$ cat src/rtl/seq_divider_ctrl_16_if.sv
// seq_divider_ctrl_16_if
// Handshake and operand/result bundle for the sequential 16-bit divider.
//   start     : request pulse, sampled only while the divider is idle
//   dividend  : 16-bit unsigned dividend, captured with start
//   divisor   : 16-bit unsigned divisor, captured with start
//   busy      : high while a division is iterating or completing
//   done      : one-cycle pulse, results valid
//   dbz       : divide-by-zero flag, valid with done
//   quotient  : result quotient, held until the next accepted start
//   remainder : result remainder, held until the next accepted start
// master = requester (drives operands), slave = divider.
interface seq_divider_ctrl_16_if;
   logic        start;
   logic [15:0] dividend;
   logic [15:0] divisor;
   logic        busy;
   logic        done;
   logic        dbz;
   logic [15:0] quotient;
   logic [15:0] remainder;

   modport master (
      output start, dividend, divisor,
      input  busy, done, dbz, quotient, remainder
   );

   modport slave (
      input  start, dividend, divisor,
      output busy, done, dbz, quotient, remainder
   );
endinterface

$ cat src/rtl/seq_divider_ctrl_16.sv
// seq_divider_ctrl_16
// Multi-cycle restoring divider (16-bit unsigned / 16-bit unsigned).
// The divisor is aligned into the upper half of a 32-bit register and shifted
// right once per iteration; each iteration tries a subtract from the 32-bit
// remainder and shifts a quotient bit in. 17 iterations, then a one-cycle DONE.
// Ports:
//   clk   : rising-edge clock
//   reset : asynchronous, active-high reset
//   bus   : seq_divider_ctrl_16_if.slave (start/operands in, busy/done/results out)
//
// state  | meaning
// -------+-----------------------------------------------------------
// S_IDLE | waiting for start; results from last operation held
// S_ITER | one subtract/test/restore/shift step per cycle (17 total)
// S_DONE | results valid, done pulse; returns to S_IDLE
module seq_divider_ctrl_16 #(
   parameter logic [15:0] DBZ_QUOT = 16'hFFFF,
   parameter int          ITERS    = 17
) (
   input logic                   clk,
   input logic                   reset,
   seq_divider_ctrl_16_if.slave  bus
);

   typedef enum logic [1:0] {
      S_IDLE = 2'd0,
      S_ITER = 2'd1,
      S_DONE = 2'd2
   } state_t;

   state_t      r_state;
   state_t      w_state_nxt;

   logic [31:0] r_rem;
   logic [31:0] r_div;
   logic [16:0] r_q;
   logic [4:0]  r_cnt;
   logic [15:0] r_quot;
   logic [15:0] r_remd;
   logic        r_dbz;

   logic [32:0] w_diff;
   logic [31:0] w_rem_nxt;
   logic [16:0] w_q_nxt;
   logic        w_last;
   logic        w_busy;
   logic        w_done;

   // Divisor alignment: places the divisor in the upper half of the 32-bit
   // divisor register.
   function automatic logic [31:0] zero_shifter_16(input logic [15:0] a);
      return {a, 16'b0};
   endfunction

   // 33-bit subtract; bit 32 set means the trial went negative and the
   // remainder is kept (restored) instead of updated.
   always_comb begin
      w_diff    = {1'b0, r_rem} - {1'b0, r_div};
      w_rem_nxt = r_rem;
      w_q_nxt   = {r_q[15:0], 1'b0};
      if (!w_diff[32]) begin
         w_rem_nxt = w_diff[31:0];
         w_q_nxt   = {r_q[15:0], 1'b1};
      end
   end

   assign w_last = (r_cnt == 5'(ITERS - 1));

   always_ff @(posedge clk or posedge reset) begin
      if (reset) r_state <= S_IDLE;
      else       r_state <= w_state_nxt;
   end

   always_comb begin
      w_state_nxt = r_state;
      case (r_state)
         S_IDLE: begin
            if (bus.start) begin
               if (bus.divisor == 16'd0) w_state_nxt = S_DONE;
               else                      w_state_nxt = S_ITER;
            end
         end
         S_ITER:  if (w_last) w_state_nxt = S_DONE;
         S_DONE:  w_state_nxt = S_IDLE;
         default: w_state_nxt = S_IDLE;
      endcase
   end

   always_comb begin
      w_busy = 1'b0;
      w_done = 1'b0;
      case (r_state)
         S_ITER:  w_busy = 1'b1;
         S_DONE: begin
            w_busy = 1'b1;
            w_done = 1'b1;
         end
         default: ;
      endcase
   end

   always_ff @(posedge clk or posedge reset) begin
      if (reset) begin
         r_rem  <= '0;
         r_div  <= '0;
         r_q    <= '0;
         r_cnt  <= '0;
         r_quot <= '0;
         r_remd <= '0;
         r_dbz  <= 1'b0;
      end else begin
         case (r_state)
            S_IDLE: begin
               if (bus.start) begin
                  if (bus.divisor != 16'd0) begin
                     r_rem <= {16'b0, bus.dividend};
                     r_div <= zero_shifter_16(bus.divisor);
                     r_q   <= '0;
                     r_cnt <= '0;
                     r_dbz <= 1'b0;
                  end else begin
                     r_quot <= DBZ_QUOT;
                     r_remd <= bus.dividend;
                     r_dbz  <= 1'b1;
                  end
               end
            end
            S_ITER: begin
               r_rem <= w_rem_nxt;
               r_q   <= w_q_nxt;
               r_div <= r_div >> 1;
               r_cnt <= r_cnt + 5'd1;
               if (w_last) begin
                  r_quot <= w_q_nxt[15:0];
                  r_remd <= w_rem_nxt[15:0];
               end
            end
            default: ;
         endcase
      end
   end

   // Dividend < divisor<<16 for any nonzero divisor, so the top quotient bit
   // can never be set.
   a_q_msb_zero: assert property (@(posedge clk) disable iff (reset) r_q[16] == 1'b0);

   assign bus.busy      = w_busy;
   assign bus.done      = w_done;
   assign bus.dbz       = r_dbz;
   assign bus.quotient  = r_quot;
   assign bus.remainder = r_remd;

endmodule

$ cat src/flat_wrapper.sv
// flat-port wrapper written by rule: the top's interface ports become plain ports
module seq_divider_ctrl_16_flat 
#(
   parameter logic [15:0] DBZ_QUOT = 16'hFFFF,
   parameter int          ITERS    = 17
)
  (clk, reset, bus_start, bus_dividend, bus_divisor, bus_busy, bus_done, bus_dbz, bus_quotient, bus_remainder);
  seq_divider_ctrl_16_if bus_i ();
  input logic clk;
  input logic reset;
  input wire logic [$bits(bus_i.start)-1:0] bus_start;
  input wire logic [$bits(bus_i.dividend)-1:0] bus_dividend;
  input wire logic [$bits(bus_i.divisor)-1:0] bus_divisor;
  output wire logic [$bits(bus_i.busy)-1:0] bus_busy;
  output wire logic [$bits(bus_i.done)-1:0] bus_done;
  output wire logic [$bits(bus_i.dbz)-1:0] bus_dbz;
  output wire logic [$bits(bus_i.quotient)-1:0] bus_quotient;
  output wire logic [$bits(bus_i.remainder)-1:0] bus_remainder;
  assign bus_i.start = bus_start;
  assign bus_i.dividend = bus_dividend;
  assign bus_i.divisor = bus_divisor;
  assign bus_busy = bus_i.busy;
  assign bus_done = bus_i.done;
  assign bus_dbz = bus_i.dbz;
  assign bus_quotient = bus_i.quotient;
  assign bus_remainder = bus_i.remainder;
  seq_divider_ctrl_16 #(.DBZ_QUOT(DBZ_QUOT), .ITERS(ITERS)) u_core (.clk(clk), .reset(reset), .bus(bus_i));
endmodule
$ cat config.mk
export PLATFORM = sky130hd
export DESIGN_NAME = seq_divider_ctrl_16_flat
export DESIGN_NICKNAME = d
export VERILOG_FILES = /design/src/rtl/seq_divider_ctrl_16_if.sv /design/src/rtl/seq_divider_ctrl_16.sv /design/src/flat_wrapper.sv
export SDC_FILE = /design/constraint.sdc
export NUM_CORES = 1
export LEC_CHECK = 0
export ABC_AREA = 1
export CAP_MARGIN = 20
export CORE_MARGIN = 8
export CORE_UTILIZATION = 45
export DETAILED_ROUTE_END_ITERATION = 10
export PLACE_DENSITY = 0.62
export SYNTH_ARGS = -nofsm -noshare
export SYNTH_HDL_FRONTEND = slang
export SYNTH_SLANG_ARGS = --single-unit
$ cat constraint.sdc
create_clock -name clk -period 5.37 [get_ports clk]
set_clock_uncertainty 0.05 [all_clocks]
set_input_delay 1.074 -clock clk [delete_from_list [all_inputs] [get_ports clk]]
set_output_delay 1.074 -clock clk [all_outputs]
set_load 0.01 [all_outputs]
Yosys cells after proc, flatten, opt, wreduce, memory -nomap -nowiden
Index checks and enable logic that the tools add are counted.
Widths: inputs -> output; s select.

storage, ports and cells
  flip-flop bits (word level) = 119
  bits of input ports = 35

cells by class
  multiplexer cells = 29
  reduce and logical (&&, ||, !) cells = 10
  eq/ne operators = 8
  $add $sub $neg = 2

operators by type and width
  cell                 count
  $mux 32              5
  $pmux 32 s2          2
  $mux 16              6
  $pmux 16 s2          2
  $sub 32x32->33       1
  $mux 15              2
  $pmux 15 s2          1
  $logic_not 16->1     1
  $reduce_bool 16->1   1
  $mux 5               2
  $pmux 5 s2           1
  $reduce_and 4->1     2
  $mux 2               3
  $ne 2x2->1 const B   3
  $add 5x1->5 const B  1
  $eq 5x5->1 const B   1
  $mux 1               4
  $ne 2x1->1 const B   2
  $pmux 2 s2           1
  $reduce_and 2->1     2
  $reduce_and 3->1     1
  $eq 2x1->1 const B   1
  $eq 2x2->1 const B   1
  $logic_not 2->1      1
  2 further kinds      2

Depth between registers and ports, before layout
Gate-level depths: netlist of the first run.

  word-level depth = 4
  mapped depth = 17
  mapped depth without buffers = 16

Worst setup path after synthesis of the first run
No wires, ideal clock.

  path kind = input to register
  start point = input port bus_divisor[1]
  end point = register u_core.r_quot[10] (netlist: u_core.bus.quotient[10])
  setup time = 0.133 ns
  data required time = 5.187 ns
  data arrival time = 2.191 ns
  path slack = 2.996 ns
  stages on the path = 9
  cells stage by stage = nor2_1 -> nand2_1 -> nor2_1 -> nand2_1 -> nand2_1 -> nand2_1 -> nor2_1 -> clkbuf_1 -> a21oi_1

between the ends
  word-level cells in the longest chain between the ends = 3

RTL lines
  what                               line                        text
  start, declared                    flat_wrapper.sv:13          input wire logic [$bits(bus_i.divisor)-1:0] bus_divisor;
  $reduce_bool 16->1                 seq_divider_ctrl_16.sv:115  if (bus.divisor != 16'd0) begin
  $ne 2x2->1 (no source line)        -
  $reduce_and 4->1 (no source line)  -
  end signal, assigned               seq_divider_ctrl_16.sv:134  r_quot <= w_q_nxt[15:0];
  end, declared                      seq_divider_ctrl_16.sv:38   logic [15:0] r_quot;

Every way passes these cells.
A chain may end at the register's enable or synchronous reset.

Worst setup path in the final report of the first run
  start point = register u_core.r_div[19]
  end point = register u_core.r_rem[24]

between the ends
  word-level cells in the longest chain between the ends = 3
  elaborated cells on any way between the ends = 5
  classes of those cells = 1 x add/sub; 1 x eq/ne; 2 x mux; 1 x reduce/logical

RTL lines
  what                                                                     line                        text
  start, declared                                                          seq_divider_ctrl_16.sv:35   logic [31:0] r_div;
  start signal, assigned                                                   seq_divider_ctrl_16.sv:117  r_div <= zero_shifter_16(bus.divisor);
  start signal, assigned                                                   seq_divider_ctrl_16.sv:131  r_div <= r_div >> 1;
  $sub 32x32->33 *                                                         seq_divider_ctrl_16.sv:58   w_diff = {1'b0, r_rem} - {1'b0, r_div};
  $ne 2x2->1 (no source line) / $mux 32 (equally long branches)            -
  $reduce_and 4->1 (no source line) / $pmux 32 s2 (equally long branches)  -
  end signal, assigned                                                     seq_divider_ctrl_16.sv:116  r_rem <= {16'b0, bus.dividend};
  end signal, assigned                                                     seq_divider_ctrl_16.sv:129  r_rem <= w_rem_nxt;
  end, declared                                                            seq_divider_ctrl_16.sv:34   logic [31:0] r_rem;

Mark *: on every way between the ends. The rest lies on a longest branch, timed or not. The select of a mux whose other input is x is not followed.

==> flow_summary.toml, run 1 <==
[die]
core_area_sq_mm = 0.0163
die_area_sq_mm = 0.0209
num_io_pins = 70
rows = 47
initial_core_util = 0.454
die_h_microns = 144
die_width_microns = 144

[route]
drtPass1Iterations = 5
num_vias = 6723
drt_iter0_drc = 381
wl_per_cell_microns = 14.8
via_per_inst = 5.04
wl_microns = 19700
drc_errors = 0
antenna_left = 0

[outcome]
status = "completed"

[timing]
setup_ws_ps = 1920
finalSetupTns_ps = 0
finalSetupViolCount = 0
min_period_over_period = 0.642
hold_slack_ps = 440
rsz0062_at_grt = "no"
maxSlewViolCount = 0
fin_crit_ps = 3450
slew_headroom = 0.356
hold_viol = 0
timing.fmax_mhz = 290
worst_pin_slew_ps = 962

[pwr]
leakage_nw = 4.46
power_mw = 5.72
pwr-share-comb = 0.572
power_density_mw_per_mm2 = 645
seq_power_share = 0.239
switchingPower_mw = 2.74
ir_drop_mv = 0.311
clock_power_share = 0.189
switching_share = 0.480
intPower_mw = 2.97

[worst_setup_path]
critPathMaxFanout = 31
r2r_slack_ps = 1920
critPathKind = "flip-flop to flip-flop"
required_ps = 5670
crit_arrival_ps = 3750
cp-end-kind = "flip-flop"
reg2reg_to = "u_core.r_rem[24]$_DFFE_PP0P_"
reg2reg_depth = 11
start_kind = "flip-flop"
r2r-start = "u_core.r_div[19]$_DFFE_PP0P_"

[global_route]
grt_pass1_wl_microns = 33300
grt_usage = 0.204
grt_pass1_vias = 6654
grt_max_degree = 75
antenna_found_initial = 0
grt.overflow.total = 0

[placed_design]
hpwl_microns = 14700
portBuffers = 69
dp.cells = 1303
gp_congestion = 0.938
place_area_sq_mm = 0.00831
pre_cts_slack_ps = 1900

[cells_and_area]
drive_above_1_share = 0.0592
n_fill_cell = 1665
n_antenna_cell = 0
syn2layout_area_growth_pct = 19.4
utilization = 0.542
stdcell_area_sq_mm = 0.00886
fin_nets = 1175
layoutNonFillerInstCount = 1334

[hold_path]
hold_class = "flip-flop to flip-flop"
min_path_cells = 2
hold_end = "u_core.r_rem[16]$_DFFE_PP0P_"
min_from = "u_core.r_rem[16]$_DFFE_PP0P_"

[clocking]
cts_sinks = 119
post-cts-setup-buffers = 0
numCtsBuffers = 17
clockRootBuffer = "clkbuf_16"
cts.repair.resized = 0
clk_latency_ps = 420
clock_path_buffers = 2
htreeDepth = 4
cts_tree = "done"
ctsHoldBuffers = 0
clk_pin_slew_worst_paths_ps = 60

[job]
maxCapViolations = 0

[synth]
synth.area.mux_share = 0
netlist.area_leader.share = 0.401
syn_inst = 1038
synthFlopType = "dfrtp_1"
synthTopCellsByCount = "nand2_1 (322), inv_1 (142), nor2_1 (129)"
synth_top_cell_by_area = "dfrtp_1"
synth_most_common_cell = "nand2_1"
synth_top_family_by_area = "simple AND/OR/NAND/NOR gates"
syn_area_per_cell_sq_um = 7.15
synth_xor_area_frac = 0.0118
syn_nets = 1111
ys_seq_area_frac = 0.401
synthAdderAreaFrac = 0.0651
ys_warn_count = 0
ys_ff_latch = 119
synth_area_leaders = "dfrtp_1 (40%), nand2_1 (16%), inv_1 (7.2%)"
synthDistinctLibCells = 36
synthArstFlopShare = 1.00
synth_compound_area_frac = 0.129
synth-edff-count = 0
syn-cell-area_sq_mm = 0.00742
yosys.area_share.simple = 0.298
-- power by group through the flow --
stage / logic (mW) / registers (mW) / clock network (mW)
after global routing: 3.73 / 1.40 / 1.14
final: 3.27 / 1.36 / 1.08
after CTS: 3.30 / 1.37 / 1.10
after detailed placement: 3.28 / 1.38 / 0
after global placement: 3.25 / 1.37 / 0
after floorplan: 2.27 / 1.40 / 0
-- per-layer routing --
metal	routed length, microns	global-route usage	share of wire
met1	9100	0.259	0.46
met2	9200	0.338	0.47
met3	956	0.0399	0.048
met4	478	0.0783	0.024
met5	0	0	0
-- kinds of logic (layout without fill, tap and decap cells) --
kind of cell	count (synthesis)	after routing
simple gates	543	543
buf+inv	176	252
compound gates	152	152
flops	119	119
fa+ha+maj	38	38
xor+xnor	10	10
-- critical path: stages (launching register included) --
cell     delay [ps]
dfrtp_1         360
inv_1           110
ha_1            300
a21oi_1         280
nand2_1         110
nand2_1          90
nand2_1          90
a21oi_4         570
nand2_4         300
o21ai_4         820
nand2_1         160
o21ai_2          90
-- cells in the final DEF (no fill, tap or decap), types with 7 or more instances in the layout --
cell	instances
nand3_1	53
o21ai_2	11
nand2_1	322
o211ai_1	15
a21oi_1	46
clkbuf_16	17
nor2_1	127
dfrtp_1	119
xor2_1	7
o22ai_1	30
clkdlybuf4s50_1	69
a21o_1	8
ha_1	36
buf_4	10
nand4_1	24
o21ai_0	28
inv_1	141
-- final cells by class --
type | count | area [sq um] | share of cell area
clock buffers | 17 | 425 | 0.0480
clock inverters | 14 | 126 | 0.0143
inverters | 142 | 536 | 0.0604
multi-input cells | 743 | 3760 | 0.424
flip-flops and latches | 119 | 2980 | 0.336
well taps | 220 | 275 | 0.0311
repair buffers | 79 | 766 | 0.0864
-- worst max path at each step --
stage | startpoint | endpoint | slack [ps] | cells after the start
2_1_floorplan | reset | u_core.bus.dbz$_DFFE_PP0P_ | 1090 | 1
3_3_place_gp | bus_divisor[11] | u_core.bus.quotient[15]$_DFFE_PP0P_ | 1920 | 11
3_5_place_dp | bus_divisor[11] | u_core.bus.quotient[15]$_DFFE_PP0P_ | 1900 | 11
4_1_cts | u_core.r_div[19]$_DFFE_PP0P_ | u_core.r_rem[24]$_DFFE_PP0P_ | 1900 | 11
5_1_grt | u_core.r_div[19]$_DFFE_PP0P_ | u_core.r_rem[24]$_DFFE_PP0P_ | 1700 | 11
6_report | u_core.r_div[19]$_DFFE_PP0P_ | u_core.r_rem[24]$_DFFE_PP0P_ | 1920 | 11
-- sequential cells by signal, summed over array words and instances (netlist names) --
signal and flops:
u_core.bus.dbz 1, u_core.bus.quotient 16, u_core.r_rem 32, u_core.r_state 2, u_core.bus.remainder 16, u_core.r_q 15, u_core.r_cnt 5, u_core.r_div 32
Note: power is estimated with default switching activity, not from simulation.
==> inputs of run 2 (changes only) <==
Settings changed: PLACE_DENSITY 0.62 to 0.65.
Clock period 5.37 ns to 2.95 ns, I/O delays scaled along.
==> run 2 against run 1 <==
  * Die area unchanged
  * Power up 89%
  * Routed wire length about the same
  * Cell area up 2.4%
  * Count of clock-buffer cells in the layout up 2
  * Sequential power up 84%
  * Non-clock buffer count up 11
  * Highest routed layer unchanged
  * Combinational power up 87%
  * Via count up 0.46%
  * Critical path depth up 6
  * Fmax up 35%
  * Sequential share of layout area down 0.79 points
  * Largest power group unchanged
==> flow_summary.toml, run 2 (synthesized netlist as in run 1, its figures left out) <==
[clocking]
cts_tree = "done"
cts_sinks = 119
post-cts-setup-buffers = 0
numCtsBuffers = 17
clock_path_buffers = 2
clk_pin_slew_worst_paths_ps = 60
clockRootBuffer = "clkbuf_16"
htreeDepth = 4
cts.repair.resized = 0
clk_latency_ps = 420
ctsHoldBuffers = 0

[cells_and_area]
final_common_cell = "nand2_1"
n_fill_cell = 1578
top_regs = "u_core.r_div: 32 flops, u_core.r_rem: 32 flops"
syn2layout_area_growth_pct = 22.3
n_antenna_cell = 0
final_cell_mix = "nand2_1 (322), inv_1 (141), nor2_1 (127), dfrtp_1 (119), clkdlybuf4s50_1 (69)"
fin_nets = 1186
drive_above_1_share = 0.0693
utilization = 0.555

[die]
rows = 47
num_io_pins = 70
die_width_microns = 144
core_area_sq_mm = 0.0163
initial_core_util = 0.454
die_h_microns = 144
die_area_sq_mm = 0.0209

[timing]
slew_headroom = 0.599
timing.fmax_mhz = 390
hold_viol = 0
maxSlewViolCount = 0
rsz0062_at_grt = "no"
finalSetupViolCount = 0
fin_crit_ps = 2560
finalSetupTns_ps = 0
hold_slack_ps = 434
worst_pin_slew_ps = 600
setup_ws_ps = 387
min_period_over_period = 0.869

[route]
wl_microns = 19700
drtPass1Iterations = 7
antenna_left = 0
drt_iter0_drc = 417
wl_per_cell_microns = 14.7
drc_errors = 0
via_per_inst = 5.02
num_vias = 6754

[pwr]
switching_share = 0.468
pwr-share-comb = 0.565
switchingPower_mw = 5.05
clock_power_share = 0.203
seq_power_share = 0.232
ir_drop_mv = 0.522
intPower_mw = 5.74
power_mw = 10.8
leakage_nw = 4.56
power_density_mw_per_mm2 = 1190

[worst_setup_path]
crit_arrival_ps = 2860
required_ps = 3250
cp_slowest_cell = "fa_1"
critPathKind = "flip-flop to flip-flop"
crit_top_cell = "nand2_1"
cp-end-kind = "flip-flop"
critPathMaxFanout = 11
path_cells = "inv_1 -> ha_1 -> fa_1 -> inv_1 -> nand2_1 -> nand2_1 -> nand3_1 -> nand2_1 -> nand2_1 -> nand2_2 -> nand2_4 -> nand2_4 -> buf_4 -> nand3_1 -> nand2_1 -> nor2_1 -> nor2_1"
crit_path_max_incr_delay_ps = 400
start_kind = "flip-flop"

[placed_design]
portBuffers = 69
gp_congestion = 0.929
pre_cts_slack_ps = 426
hpwl_microns = 15000

[global_route]
grt_pass1_wl_microns = 32300
grt.overflow.total = 0
grt_max_degree = 40
grt_usage = 0.199
grt_pass1_vias = 6362
antenna_found_initial = 0

[hold_path]
hold_class = "flip-flop to flip-flop"

[outcome]
status = "completed"

[job]
maxCapViolations = 0
## run 2: power by group through the flow
| stage | Sequential, mW | Clock [mW] | Combinational [mW] |
|---|---|---|---|
| floorplan | 2.54 | 0 | 4.14 |
| global placement | 2.51 | 0 | 6.03 |
| detailed placement | 2.52 | 0 | 6.08 |
| CTS | 2.50 | 2.22 | 6.11 |
| global route | 2.56 | 2.28 | 6.89 |
| finish | 2.50 | 2.19 | 6.10 |
## run 2: critical path: cells and delay by family, from the launching register on
family | cells | cell delay (ps)
buffers and inverters | 3 | 360
DFF | 1 | 380
and+or+nand+nor | 12 | 1090
adders and majority gates | 2 | 600
## run 2: through the flow
stage                     instances  instance area (sq um)
after CTS                      1346                   9080
after detailed placement       1314                   8460
after global placement         1314                   8460
final                          1346                   9080
after global routing           1346                   9080
after floorplan                1038                   7430
## run 2: final cells by class
class	count	area [sq um]	area share
multi-input cells	743	3760	0.414
flip-flops and latches	119	2980	0.328
repair buffers	90	911	0.100
inverters	142	537	0.0591
clock buffers	19	453	0.0499
well taps	220	275	0.0303
clock inverters	13	166	0.0183
## run 2: worst paths after layout
| check | start | endpoint | slack [ps] | cells after the start |
|---|---|---|---|---|
| max | u_core.r_rem[0]$_DFFE_PP0P_ | u_core.bus.remainder[3]$_DFFE_PP0P_ | 390 | 17 |
| min in group asynchronous | reset | u_core.bus.quotient[9]$_DFFE_PP0P_ | 550 | 2 |
| min | u_core.bus.dbz$_DFFE_PP0P_ | u_core.bus.dbz$_DFFE_PP0P_ | 430 | 2 |
| max reg2reg | u_core.r_rem[0]$_DFFE_PP0P_ | u_core.bus.remainder[3]$_DFFE_PP0P_ | 390 | 17 |
| min reg2reg | u_core.bus.dbz$_DFFE_PP0P_ | u_core.bus.dbz$_DFFE_PP0P_ | 430 | 2 |
| max in group asynchronous | reset | u_core.r_div[17]$_DFFE_PP0P_ | 1700 | 3 |
## run 2: routing by layer
metal,global-route usage,wire length [microns],vias to the layer above,share of wire
met5,0,0,-,0
met4,0.0646,301,0,0.015
met3,0.0386,945,17,0.048
met2,0.322,9160,152,0.46
met1,0.261,9320,3109,0.47
li1,-,-,3476,-
==> inputs of run 3 (changes only) <==
Settings changed: CORE_MARGIN 8 to not set, SKIP_LAST_GASP set to 1.
==> run 3 against run 2 <==
  * Global-route usage is 4.4 points higher
  * Routed wire length fell by 2.9%
  * Via count is 0.78% higher
  * Core utilization grew 0.87 points
  * Hold slack got worse by 1.9 ps
  * Cell area shrank 0.59%
  * Sequential cell count unchanged
  * Setup slack worse by 120 ps
  * Die area decreased by 18%
  * Critical path depth did not move
  * Fmax shrank 4.4%
==> flow_summary.toml, run 3 (synthesized netlist as in run 1, its figures left out) <==
[clocking]
ctsHoldBuffers = 0
numCtsBuffers = 17
cts_sinks = 119
clockRootBuffer = "clkbuf_16"
post-cts-setup-buffers = 0
clock_path_buffers = 2
htreeDepth = 4
cts_tree = "done"
clk_pin_slew_worst_paths_ps = 60
cts.repair.resized = 0
clk_latency_ps = 420

[pwr]
switching_share = 0.478
seq_power_share = 0.233
power_density_mw_per_mm2 = 1190
ir_drop_mv = 0.570
leakage_nw = 4.52
switchingPower_mw = 5.12
pwr-share-comb = 0.574
intPower_mw = 5.59
power_mw = 10.7
clock_power_share = 0.193

[timing]
hold_slack_ps = 432
min_period_over_period = 0.909
setup_ws_ps = 268
finalSetupViolCount = 0
hold_viol = 0
fin_crit_ps = 2680
worst_pin_slew_ps = 564
slew_headroom = 0.623
rsz0062_at_grt = "no"
maxSlewViolCount = 0
finalSetupTns_ps = 0
timing.fmax_mhz = 373

[worst_setup_path]
critPathMaxFanout = 17
cp-end-kind = "flip-flop"
start_kind = "flip-flop"
crit_arrival_ps = 2980
required_ps = 3250
critPathKind = "flip-flop to flip-flop"

[cells_and_area]
fin_nets = 1183
n_antenna_cell = 0
final_common_cell = "nand2_1"
drive_above_1_share = 0.0668
stdcell_area_sq_mm = 0.00902
top_regs = "u_core.r_div: 32 flops, u_core.r_rem: 32 flops"
layoutNonFillerInstCount = 1339
utilization = 0.564
syn2layout_area_growth_pct = 21.6
final_cell_mix = "nand2_1 (322), inv_1 (141), nor2_1 (127), dfrtp_1 (119), clkdlybuf4s50_1 (69)"

[route]
wl_per_cell_microns = 14.3
antenna_left = 0
num_vias = 6807
drtPass1Iterations = 6
wl_microns = 19200
drc_errors = 0
via_per_inst = 5.08
drt_iter0_drc = 377

[placed_design]
place_area_sq_mm = 0.00844
pre_cts_slack_ps = 337
gp_congestion = 0.906
dp.cells = 1307
portBuffers = 69
hpwl_microns = 14200

[die]
core_area_sq_mm = 0.0160
num_io_pins = 70
die_width_microns = 130
die_h_microns = 130
die_area_sq_mm = 0.0170
rows = 46
initial_core_util = 0.464

[global_route]
antenna_found_initial = 0
grt_usage = 0.243
grt_pass1_vias = 6483
grt_max_degree = 55
grt.overflow.total = 0
grt_pass1_wl_microns = 31600

[job]
maxCapViolations = 0

[hold_path]
hold_class = "flip-flop to flip-flop"

[outcome]
status = "completed"
[run 3: changes by cell type in the layout (fill, tap and decap cells not counted), sizes merged]
cell,before,now
clkinvlp,4,5
clkbuf,19,17
inv,145,151
bufinv,3,1
clkinv,3,0
buf,21,18
[run 3: power by group through the flow]
| stage | clock, mW | combinational, mW | sequential (mW) |
|---|---|---|---|
| after global placement | 0 | 6.09 | 2.51 |
| after global routing | 2.17 | 6.94 | 2.55 |
| final | 2.07 | 6.15 | 2.50 |
| after floorplan | 0 | 4.14 | 2.54 |
| after CTS | 2.10 | 6.15 | 2.50 |
| after detailed placement | 0 | 6.10 | 2.52 |
[run 3: layout make-up]
cell class | count | area [sq um]
inverters | 142 | 537
fillers | 1575 | 6980
multi-input cells | 743 | 3760
repair buffers | 87 | 901
clock inverters | 15 | 155
well taps | 216 | 270
clock buffers | 17 | 425
flip-flops and latches | 119 | 2980
[run 3: critical path, stage by stage, from the launching register on]
cell and delay, ps:
dfrtp_1 370, inv_1 70, ha_1 210, fa_1 420
inv_1 110, nand2_1 60, nand2_1 90, nand3_1 80
nand2_1 100, nand2_1 70, nand2_2 110, nand2_4 180
nand2_4 150, buf_4 230, nand3_1 90, nand2_1 100
nor2_1 60, nor2_1 70
[run 3: worst paths after layout]
check | startpoint | to | slack (ps) | cells after the start
setup / recovery | u_core.r_rem[0]$_DFFE_PP0P_ | u_core.bus.remainder[1]$_DFFE_PP0P_ | 270 | 17
hold / removal | u_core.r_rem[29]$_DFFE_PP0P_ | u_core.r_rem[29]$_DFFE_PP0P_ | 430 | 2
setup reg to reg | u_core.r_rem[0]$_DFFE_PP0P_ | u_core.bus.remainder[1]$_DFFE_PP0P_ | 270 | 17
hold reg to reg | u_core.r_rem[29]$_DFFE_PP0P_ | u_core.r_rem[29]$_DFFE_PP0P_ | 430 | 2
max in group asynchronous | reset | u_core.r_div[16]$_DFFE_PP0P_ | 1660 | 3
min in group asynchronous | reset | u_core.bus.quotient[9]$_DFFE_PP0P_ | 530 | 2
[run 3: layer usage]
| metal | up-vias | wire length (microns) | GRT usage |
|---|---|---|---|
| met5 | - | 0 | 0 |
| met4 | 0 | 461 | 0.0940 |
| met3 | 30 | 915 | 0.0501 |
| met2 | 167 | 8900 | 0.402 |
| met1 | 3138 | 8890 | 0.313 |
| li1 | 3472 | - | - |
